===== src/rtl/bus_rr_arbiter_if.sv =====
// Requester and bus-side signal bundle for bus_rr_arbiter.
// master: arbiter view (drives the bus); slave: requesters plus bus responder.
interface bus_rr_arbiter_if #(
  parameter int N_PORTS = 2,
  parameter int XLEN    = 32
);
  logic [N_PORTS-1:0]      i_req;
  logic [N_PORTS-1:0]      i_wen;
  logic [N_PORTS*XLEN-1:0] i_addr;
  logic [N_PORTS*XLEN-1:0] i_wdata;
  logic [N_PORTS*3-1:0]    i_f3;
  logic [N_PORTS-1:0]      o_ready;
  logic                    o_err;
  logic [XLEN-1:0]         o_rdata;
  logic                    o_bus_en;
  logic                    o_wr_en;
  logic [XLEN-1:0]         o_addr;
  logic [XLEN-1:0]         o_wr_data;
  logic [XLEN/8-1:0]       o_byte_en;
  logic                    i_ack;
  logic [XLEN-1:0]         i_rd_data;

  modport master (
    input  i_req, i_wen, i_addr, i_wdata, i_f3,
    input  i_ack, i_rd_data,
    output o_ready, o_err, o_rdata,
    output o_bus_en, o_wr_en, o_addr, o_wr_data, o_byte_en
  );

  modport slave (
    output i_req, i_wen, i_addr, i_wdata, i_f3,
    output i_ack, i_rd_data,
    input  o_ready, o_err, o_rdata,
    input  o_bus_en, o_wr_en, o_addr, o_wr_data, o_byte_en
  );
endinterface


===== src/rtl/bus_rr_arbiter.sv =====
// Round-robin N-port arbiter onto one RISC-V style load/store bus.
// Optional ack watchdog enabled by defining BUS_TIMEOUT_EN.
module bus_rr_arbiter #(
  parameter int N_PORTS = 2,
  parameter int XLEN    = 32,
  parameter int TIMEOUT = 255
) (
  input logic              i_clk,
  input logic              i_rst,
  bus_rr_arbiter_if.master bus
);
  localparam int IW = (N_PORTS > 1) ? $clog2(N_PORTS) : 1;
  localparam int NB = XLEN / 8;

  typedef enum logic [1:0] {
    S_IDLE,
    S_BUSY,
    S_RESP
  } state_t;

  state_t          r_state;
  logic [IW-1:0]   r_last;
  logic [IW-1:0]   r_gnt;
  logic [1:0]      r_off;
  logic [2:0]      r_f3;
  logic            r_wen;
`ifdef BUS_TIMEOUT_EN
  localparam int CW = $clog2(TIMEOUT + 1);
  logic [CW-1:0]   r_cnt;
`endif

  logic [IW-1:0]   w_pick;
  logic [IW-1:0]   w_idx;
  logic            w_any;
  logic [XLEN-1:0] w_addr;
  logic [XLEN-1:0] w_wdata;
  logic [2:0]      w_f3;
  logic            w_wen;
  logic            w_mis;
  logic [NB-1:0]   w_be;
  logic [XLEN-1:0] w_wd;
  logic [XLEN-1:0] w_sh;
  logic [XLEN-1:0] w_fmt;

  // Cyclic search: first requester after the last grant wins.
  always_comb begin
    w_any  = 1'b0;
    w_pick = '0;
    w_idx  = '0;
    for (int i = N_PORTS; i >= 1; i--) begin
      w_idx = IW'((int'(r_last) + i) % N_PORTS);
      if (bus.i_req[w_idx]) begin
        w_any  = 1'b1;
        w_pick = w_idx;
      end
    end
  end

  // Select the winning port's request fields.
  always_comb begin
    w_addr  = bus.i_addr[int'(w_pick)*XLEN +: XLEN];
    w_wdata = bus.i_wdata[int'(w_pick)*XLEN +: XLEN];
    w_f3    = bus.i_f3[int'(w_pick)*3 +: 3];
    w_wen   = bus.i_wen[w_pick];
  end

  // Alignment check, byte lanes and lane-shifted write data.
  always_comb begin
    w_wd = w_wdata << {w_addr[1:0], 3'b000};
    case (w_f3[1:0])
      2'b00: begin
        w_mis = 1'b0;
        w_be  = NB'(1) << w_addr[1:0];
      end
      2'b01: begin
        w_mis = w_addr[0];
        w_be  = NB'(3) << {w_addr[1], 1'b0};
      end
      default: begin
        w_mis = |w_addr[1:0];
        w_be  = NB'(15);
      end
    endcase
  end

  // Read data: shift down to bit 0, then sign/zero extend.
  always_comb begin
    w_sh = bus.i_rd_data >> {r_off, 3'b000};
    case (r_f3[1:0])
      2'b00: w_fmt = r_f3[2] ? XLEN'(w_sh[7:0])
                             : {{(XLEN-8){w_sh[7]}}, w_sh[7:0]};
      2'b01: w_fmt = r_f3[2] ? XLEN'(w_sh[15:0])
                             : {{(XLEN-16){w_sh[15]}}, w_sh[15:0]};
      default: w_fmt = w_sh;
    endcase
  end

  // Arbitration FSM with registered bus and response outputs.
  always_ff @(posedge i_clk or posedge i_rst) begin
    if (i_rst) begin
      r_state       <= S_IDLE;
      r_last        <= IW'(N_PORTS - 1);
      r_gnt         <= '0;
      r_off         <= '0;
      r_f3          <= '0;
      r_wen         <= 1'b0;
`ifdef BUS_TIMEOUT_EN
      r_cnt         <= '0;
`endif
      bus.o_ready   <= '0;
      bus.o_err     <= 1'b0;
      bus.o_rdata   <= '0;
      bus.o_bus_en  <= 1'b0;
      bus.o_wr_en   <= 1'b0;
      bus.o_addr    <= '0;
      bus.o_wr_data <= '0;
      bus.o_byte_en <= '0;
    end else begin
      case (r_state)
        S_IDLE: begin
          bus.o_ready <= '0;
          bus.o_err   <= 1'b0;
          bus.o_rdata <= '0;
          if (w_any) begin
            r_gnt  <= w_pick;
            r_last <= w_pick;
            r_off  <= w_addr[1:0];
            r_f3   <= w_f3;
            r_wen  <= w_wen;
            if (w_mis) begin
              r_state     <= S_RESP;
              bus.o_ready <= N_PORTS'(1) << w_pick;
              bus.o_err   <= 1'b1;
            end else begin
              r_state       <= S_BUSY;
              bus.o_bus_en  <= 1'b1;
              bus.o_wr_en   <= w_wen;
              bus.o_addr    <= {w_addr[XLEN-1:2], 2'b00};
              bus.o_wr_data <= w_wd;
              bus.o_byte_en <= w_be;
`ifdef BUS_TIMEOUT_EN
              r_cnt         <= '0;
`endif
            end
          end
        end
        S_BUSY: begin
          if (bus.i_ack) begin
            r_state      <= S_RESP;
            bus.o_bus_en <= 1'b0;
            bus.o_wr_en  <= 1'b0;
            bus.o_ready  <= N_PORTS'(1) << r_gnt;
            bus.o_err    <= 1'b0;
            bus.o_rdata  <= r_wen ? '0 : w_fmt;
          end
`ifdef BUS_TIMEOUT_EN
          else if (r_cnt == CW'(TIMEOUT - 1)) begin
            r_state      <= S_RESP;
            bus.o_bus_en <= 1'b0;
            bus.o_wr_en  <= 1'b0;
            bus.o_ready  <= N_PORTS'(1) << r_gnt;
            bus.o_err    <= 1'b1;
            bus.o_rdata  <= '0;
          end else begin
            r_cnt <= r_cnt + 1'b1;
          end
`endif
        end
        default: begin
          r_state     <= S_IDLE;
          bus.o_ready <= '0;
          bus.o_err   <= 1'b0;
          bus.o_rdata <= '0;
        end
      endcase
    end
  end
endmodule

===== src/flat_wrapper.sv =====
// flat-port wrapper written by rule: the top's interface ports become plain ports
module bus_rr_arbiter_flat 
#(
  parameter int N_PORTS = 2,
  parameter int XLEN    = 32,
  parameter int TIMEOUT = 255
)
  (i_clk, i_rst, bus_i_req, bus_i_wen, bus_i_addr, bus_i_wdata, bus_i_f3, bus_i_ack, bus_i_rd_data, bus_o_ready, bus_o_err, bus_o_rdata, bus_o_bus_en, bus_o_wr_en, bus_o_addr, bus_o_wr_data, bus_o_byte_en);
  bus_rr_arbiter_if #(.N_PORTS(N_PORTS), .XLEN(XLEN)) bus_i ();
  input logic i_clk;
  input logic i_rst;
  input wire logic [$bits(bus_i.i_req)-1:0] bus_i_req;
  input wire logic [$bits(bus_i.i_wen)-1:0] bus_i_wen;
  input wire logic [$bits(bus_i.i_addr)-1:0] bus_i_addr;
  input wire logic [$bits(bus_i.i_wdata)-1:0] bus_i_wdata;
  input wire logic [$bits(bus_i.i_f3)-1:0] bus_i_f3;
  input wire logic [$bits(bus_i.i_ack)-1:0] bus_i_ack;
  input wire logic [$bits(bus_i.i_rd_data)-1:0] bus_i_rd_data;
  output wire logic [$bits(bus_i.o_ready)-1:0] bus_o_ready;
  output wire logic [$bits(bus_i.o_err)-1:0] bus_o_err;
  output wire logic [$bits(bus_i.o_rdata)-1:0] bus_o_rdata;
  output wire logic [$bits(bus_i.o_bus_en)-1:0] bus_o_bus_en;
  output wire logic [$bits(bus_i.o_wr_en)-1:0] bus_o_wr_en;
  output wire logic [$bits(bus_i.o_addr)-1:0] bus_o_addr;
  output wire logic [$bits(bus_i.o_wr_data)-1:0] bus_o_wr_data;
  output wire logic [$bits(bus_i.o_byte_en)-1:0] bus_o_byte_en;
  assign bus_i.i_req = bus_i_req;
  assign bus_i.i_wen = bus_i_wen;
  assign bus_i.i_addr = bus_i_addr;
  assign bus_i.i_wdata = bus_i_wdata;
  assign bus_i.i_f3 = bus_i_f3;
  assign bus_i.i_ack = bus_i_ack;
  assign bus_i.i_rd_data = bus_i_rd_data;
  assign bus_o_ready = bus_i.o_ready;
  assign bus_o_err = bus_i.o_err;
  assign bus_o_rdata = bus_i.o_rdata;
  assign bus_o_bus_en = bus_i.o_bus_en;
  assign bus_o_wr_en = bus_i.o_wr_en;
  assign bus_o_addr = bus_i.o_addr;
  assign bus_o_wr_data = bus_i.o_wr_data;
  assign bus_o_byte_en = bus_i.o_byte_en;
  bus_rr_arbiter #(.N_PORTS(N_PORTS), .XLEN(XLEN), .TIMEOUT(TIMEOUT)) u_core (.i_clk(i_clk), .i_rst(i_rst), .bus(bus_i));
endmodule

===== config.mk =====
export PLATFORM = sky130hd
export DESIGN_NAME = bus_rr_arbiter_flat
export DESIGN_NICKNAME = d
export VERILOG_FILES = /design/src/rtl/bus_rr_arbiter_if.sv /design/src/rtl/bus_rr_arbiter.sv /design/src/flat_wrapper.sv
export SDC_FILE = /design/constraint.sdc
export NUM_CORES = 1
export LEC_CHECK = 0
export ABC_CLOCK_PERIOD_IN_PS = 7650
export CAP_MARGIN = 20
export CORE_MARGIN = 2
export CORE_UTILIZATION = 46
export CTS_CLUSTER_DIAMETER = 100
export DETAILED_ROUTE_END_ITERATION = 12
export HOLD_SLACK_MARGIN = 0.06
export PLACE_DENSITY = 0.87
export SETUP_SLACK_MARGIN = 0.2
export SLEW_MARGIN = 20
export SYNTH_ARGS = -nofsm -noshare
export SYNTH_HDL_FRONTEND = slang
export SYNTH_SLANG_ARGS = --single-unit
export TNS_END_PERCENT = 1

===== constraint.sdc =====
create_clock -name i_clk -period 7.65 [get_ports i_clk]
set_input_delay 1.1475 -clock i_clk [delete_from_list [all_inputs] [get_ports i_clk]]
set_output_delay 1.1475 -clock i_clk [all_outputs]
set_load 0.02 [all_outputs]

==> key figures <==
Place
  • Port buffer count: 275
  • GPL Wtd Cong: 0.893
  • Cell count after placement: 1087
  • Area post-placement: 0.00914 mm²
  • Dpl hpwl: 16300 µm

Yosys
  • Synth Flop Type: dfrtp_1
  • Asr flop ratio synth: 100%
  • Post-synthesis register bit count: 113
  • Post-synthesis adder-cell area fraction: 0%
  • Compound-Gate Fraction of Synth Area: 22.5%
  • Warnings from Yosys: 0
  • EDFF count, synth: 0
  • Combinational family with the most area after synthesis: compound AO/OA/AOI/OAI gates
  • Post-Synth XOR/XNOR Area: 0.416%
  • Synth cell types: 51
  • Cell Area, Synth: 0.00632 mm²
  • Cells after Synth: 680
  • Synth Area in Simple Gates: 13.8%
  • Synthesized area per cell: 9.29 µm²
  • Portion of netlist area occupied by mux cells: 14.1%
  • Register area share after synthesis: 44.8%

Final layout
  • Layout Nets: 1103
  • Final Non-Filler Cells: 1119
  • Ratio of cells with drive above 1 in the final layout: 7.95%
  • Design Area, Final: 0.00971 mm²
  • Syn-to-layout area delta: 53.7%
  • Fillers: 1005
  • ANT cells: 0

CTS
  • Worst skew pair latency: 420 ps
  • Postcts setup bufs: 0
  • Hold_buf cts: 0
  • Clock transition at path regs: 50 ps
  • Number of buffers created by CTS: 17
  • Clock sinks: 113
  • TritonCTS clock tree: built
  • Post-cts sizing count: 0
  • Clock root cell: clkbuf_16
  • Clock Path Buffers: 2
  • H-tree Lvls: 4

Global route
  • Global route total overflow: 0
  • GR Util All Layers: 31.0%
  • Initial antenna violation count: 0
  • Vias in the first global route: 6584
  • Largest net degree at the start of global routing: 81
  • Global-route wire length before repair: 34900 µm

Die
  • Row count: 42
  • Die width: 121 µm
  • Num ports: 278
  • Starting Density: 47.3%
  • Die height: 121 µm
  • Die area: 0.0147 mm²
  • Core area: 0.0133 mm²

Route
  • Vias: 6430
  • Final WL: 22300 µm
  • Routed wire per std cell: 20.0 µm
  • Drc violations: 0
  • Drt pass-1 iters: 7
  • DR vias/cell: 5.75
  • Detail Route Antenna Nets: 0
  • Initial detailed-routing violation count: 543

Setup path
  • R2R Setup Slk: 4880 ps
  • Crit path max-delay family: buffers and inverters
  • Worst R2R Path Depth: 5
  • Worst setup endpoint: u_core.bus.o_wr_data[1]
  • Crit start category: input port
  • CP arrival: 3780 ps
  • Buffers and inverters on the worst path: 2
  • Kind of critical path: input port to flip-flop
  • Worst Setup End Kind: flip-flop
  • Crit Reg-Reg Startpoint: u_core.r_state[0]
  • Critical Path Source: bus_i_req[0]
  • Crit path depth: 6
  • Critical path's largest stage delay: 630 ps
  • Critical Path Fanout Max: 45
  • Crit-path cells: clkdlybuf4s50_1 -> a21bo_4 -> mux2i_1 -> buf_4 -> nand3_1 -> o21ai_0
  • Worst path required time: 7970 ps
  • Slowest-stage cell, CP: clkdlybuf4s50_1
  • R2r endpoint: u_core.bus.o_addr[7]

Power and ir drop
  • Worst VDD drop: 0.233 mV
  • Cell internal pwr: 2.05 mW
  • Leak Pwr: 4.14 nW
  • Seq pwr share: 30.0%
  • Switching portion of total power: 39.0%
  • Combinational share of power: 47.2%
  • Psw: 1.31 mW
  • Clock power frac: 22.8%
  • Pwr/cell area: 345 mW/mm²

STA
  • Clock Skews: 8.29 ps
  • Setup TNS: 0 ps
  • RSZ-0062 raised after global routing: false
  • Count of pins over their slew limit: 0
  • Period utilization: 45.2%
  • Least-Margin Pin Slew: 1030 ps
  • Slew margin rel.: 31.1%
  • Highest clock rate: 289 MHz
  • Endpoints failing setup: 0
  • Tmin final: 3460 ps
  • Fin. Hold Viols: 0

Job
  • Number of max-cap violations: 0

Min path
  • Hold Path Class: flip-flop to flip-flop

Run status
  • Status: completed
## worst min-delay path by stage
stage,startpoint,endpoint,slack (ps),depth (start not counted)
detailed placement,u_core.bus.o_wr_data[13],u_core.bus.o_wr_data[13],470,2
global route,u_core.bus.o_byte_en[0],u_core.bus.o_byte_en[0],490,2
floorplan,u_core.r_state[1],u_core.bus.o_ready[1],430,1
CTS,u_core.r_state[1],u_core.bus.o_ready[1],470,1
finish,u_core.r_state[1],u_core.bus.o_ready[1],470,1
global placement,u_core.r_state[1],u_core.bus.o_ready[1],460,1
## synthesized netlist by cell type (10+ instances only)
| master | instances | share of area, % |
|---|---|---|
| a221o_2 | 10 | 1.8 |
| clkbuf_1 | 32 | 1.9 |
| dfrtp_1 | 112 | 44 |
| nor2b_1 | 12 | 1.2 |
| nor2_1 | 54 | 3.2 |
| a31oi_1 | 32 | 3.2 |
| nand2_1 | 125 | 7.4 |
| a22o_1 | 10 | 1.4 |
| mux2i_1 | 69 | 11 |
| mux2_2 | 16 | 2.9 |
| o21ai_0 | 48 | 3.8 |
| buf_2 | 14 | 1.1 |
| a21oi_1 | 38 | 3.0 |
## registers in the layout, summed over array words and instances, names as in the netlist
register,count
u_core.bus.o_byte_en,4
u_core.bus.o_ready,2
u_core.r_last,1
u_core.r_state,2
u_core.r_off,2
u_core.bus.o_wr_en,1
u_core.bus.o_wr_data,32
u_core.bus.o_rdata,32
u_core.r_gnt,1
u_core.bus.o_bus_en,1
u_core.bus.o_err,1
u_core.bus.o_addr,30
u_core.r_f3,3
u_core.r_wen,1
## per-layer routing
metal / vias up / share of wire, % / GRT usage [%]
met3: 75 / 8.1 / 8.08
li1: 2961 / - / -
met1: 3043 / 38 / 36.7
met2: 351 / 49 / 52.2
met5: - / 0 / 0
met4: 0 / 4.4 / 15.2
## through the flow
| stage | util, % | setup slack [ps] | total power, mW | hold slack, ps |
|---|---|---|---|---|
| after CTS | 72.7 | 4250 | 3.36 | 475 |
| after detailed placement | 68.5 | 3820 | 2.58 | 466 |
| after global placement | 68.5 | 3920 | 2.54 | 458 |
| after floorplan | - | 3520 | 1.86 | 433 |
| after global routing | 72.8 | 4030 | 3.54 | 492 |
| final | 72.8 | 4190 | 3.35 | 472 |
## cell usage in the layout, fill, tap and decap left out, drive strengths merged, types with 16 or more instances in the layout
cell type      synthesis  routed
mux2                  16      16
clkbuf                32      26
clkdlybuf4s50          0     275
o21ai                 48      48
nand2                125     125
mux2i                 69      69
dfrtp                112     112
a221o                 16      16
a21oi                 38      38
a31oi                 32      32
nor2                  54      54
## area by class of cell
class / count / area (µm²) / area share (%)
Sequential cell: 113 / 2830 / 29.1
Clock buffer: 26 / 489 / 5.04
Inverter: 2 / 10.0 / 0.103
Timing Repair Buffer: 286 / 2840 / 29.2
Tap cell: 176 / 220 / 2.27
Clock inverter: 6 / 80.1 / 0.825
Multi-Input combinational cell: 510 / 3240 / 33.4
## cell families after synthesis
group / count (synthesis)
AND/OR/NAND/NOR: 210
buffers and inverters: 58
multiplexers: 86
XOR/XNOR: 3
flip-flops: 113
AO/OA/AOI/OAI: 209
other: 1
## power groups by stage
stage | sequential [mW] | combinational, mW | clock [mW]
finish | 1.01 | 1.58 | 0.765
global route | 1.03 | 1.70 | 0.802
CTS | 1.00 | 1.58 | 0.769
detailed placement | 1.01 | 1.57 | 0
global placement | 0.999 | 1.54 | 0
floorplan | 1.20 | 0.664 | 0
Power figures use the tool's default switching activity.
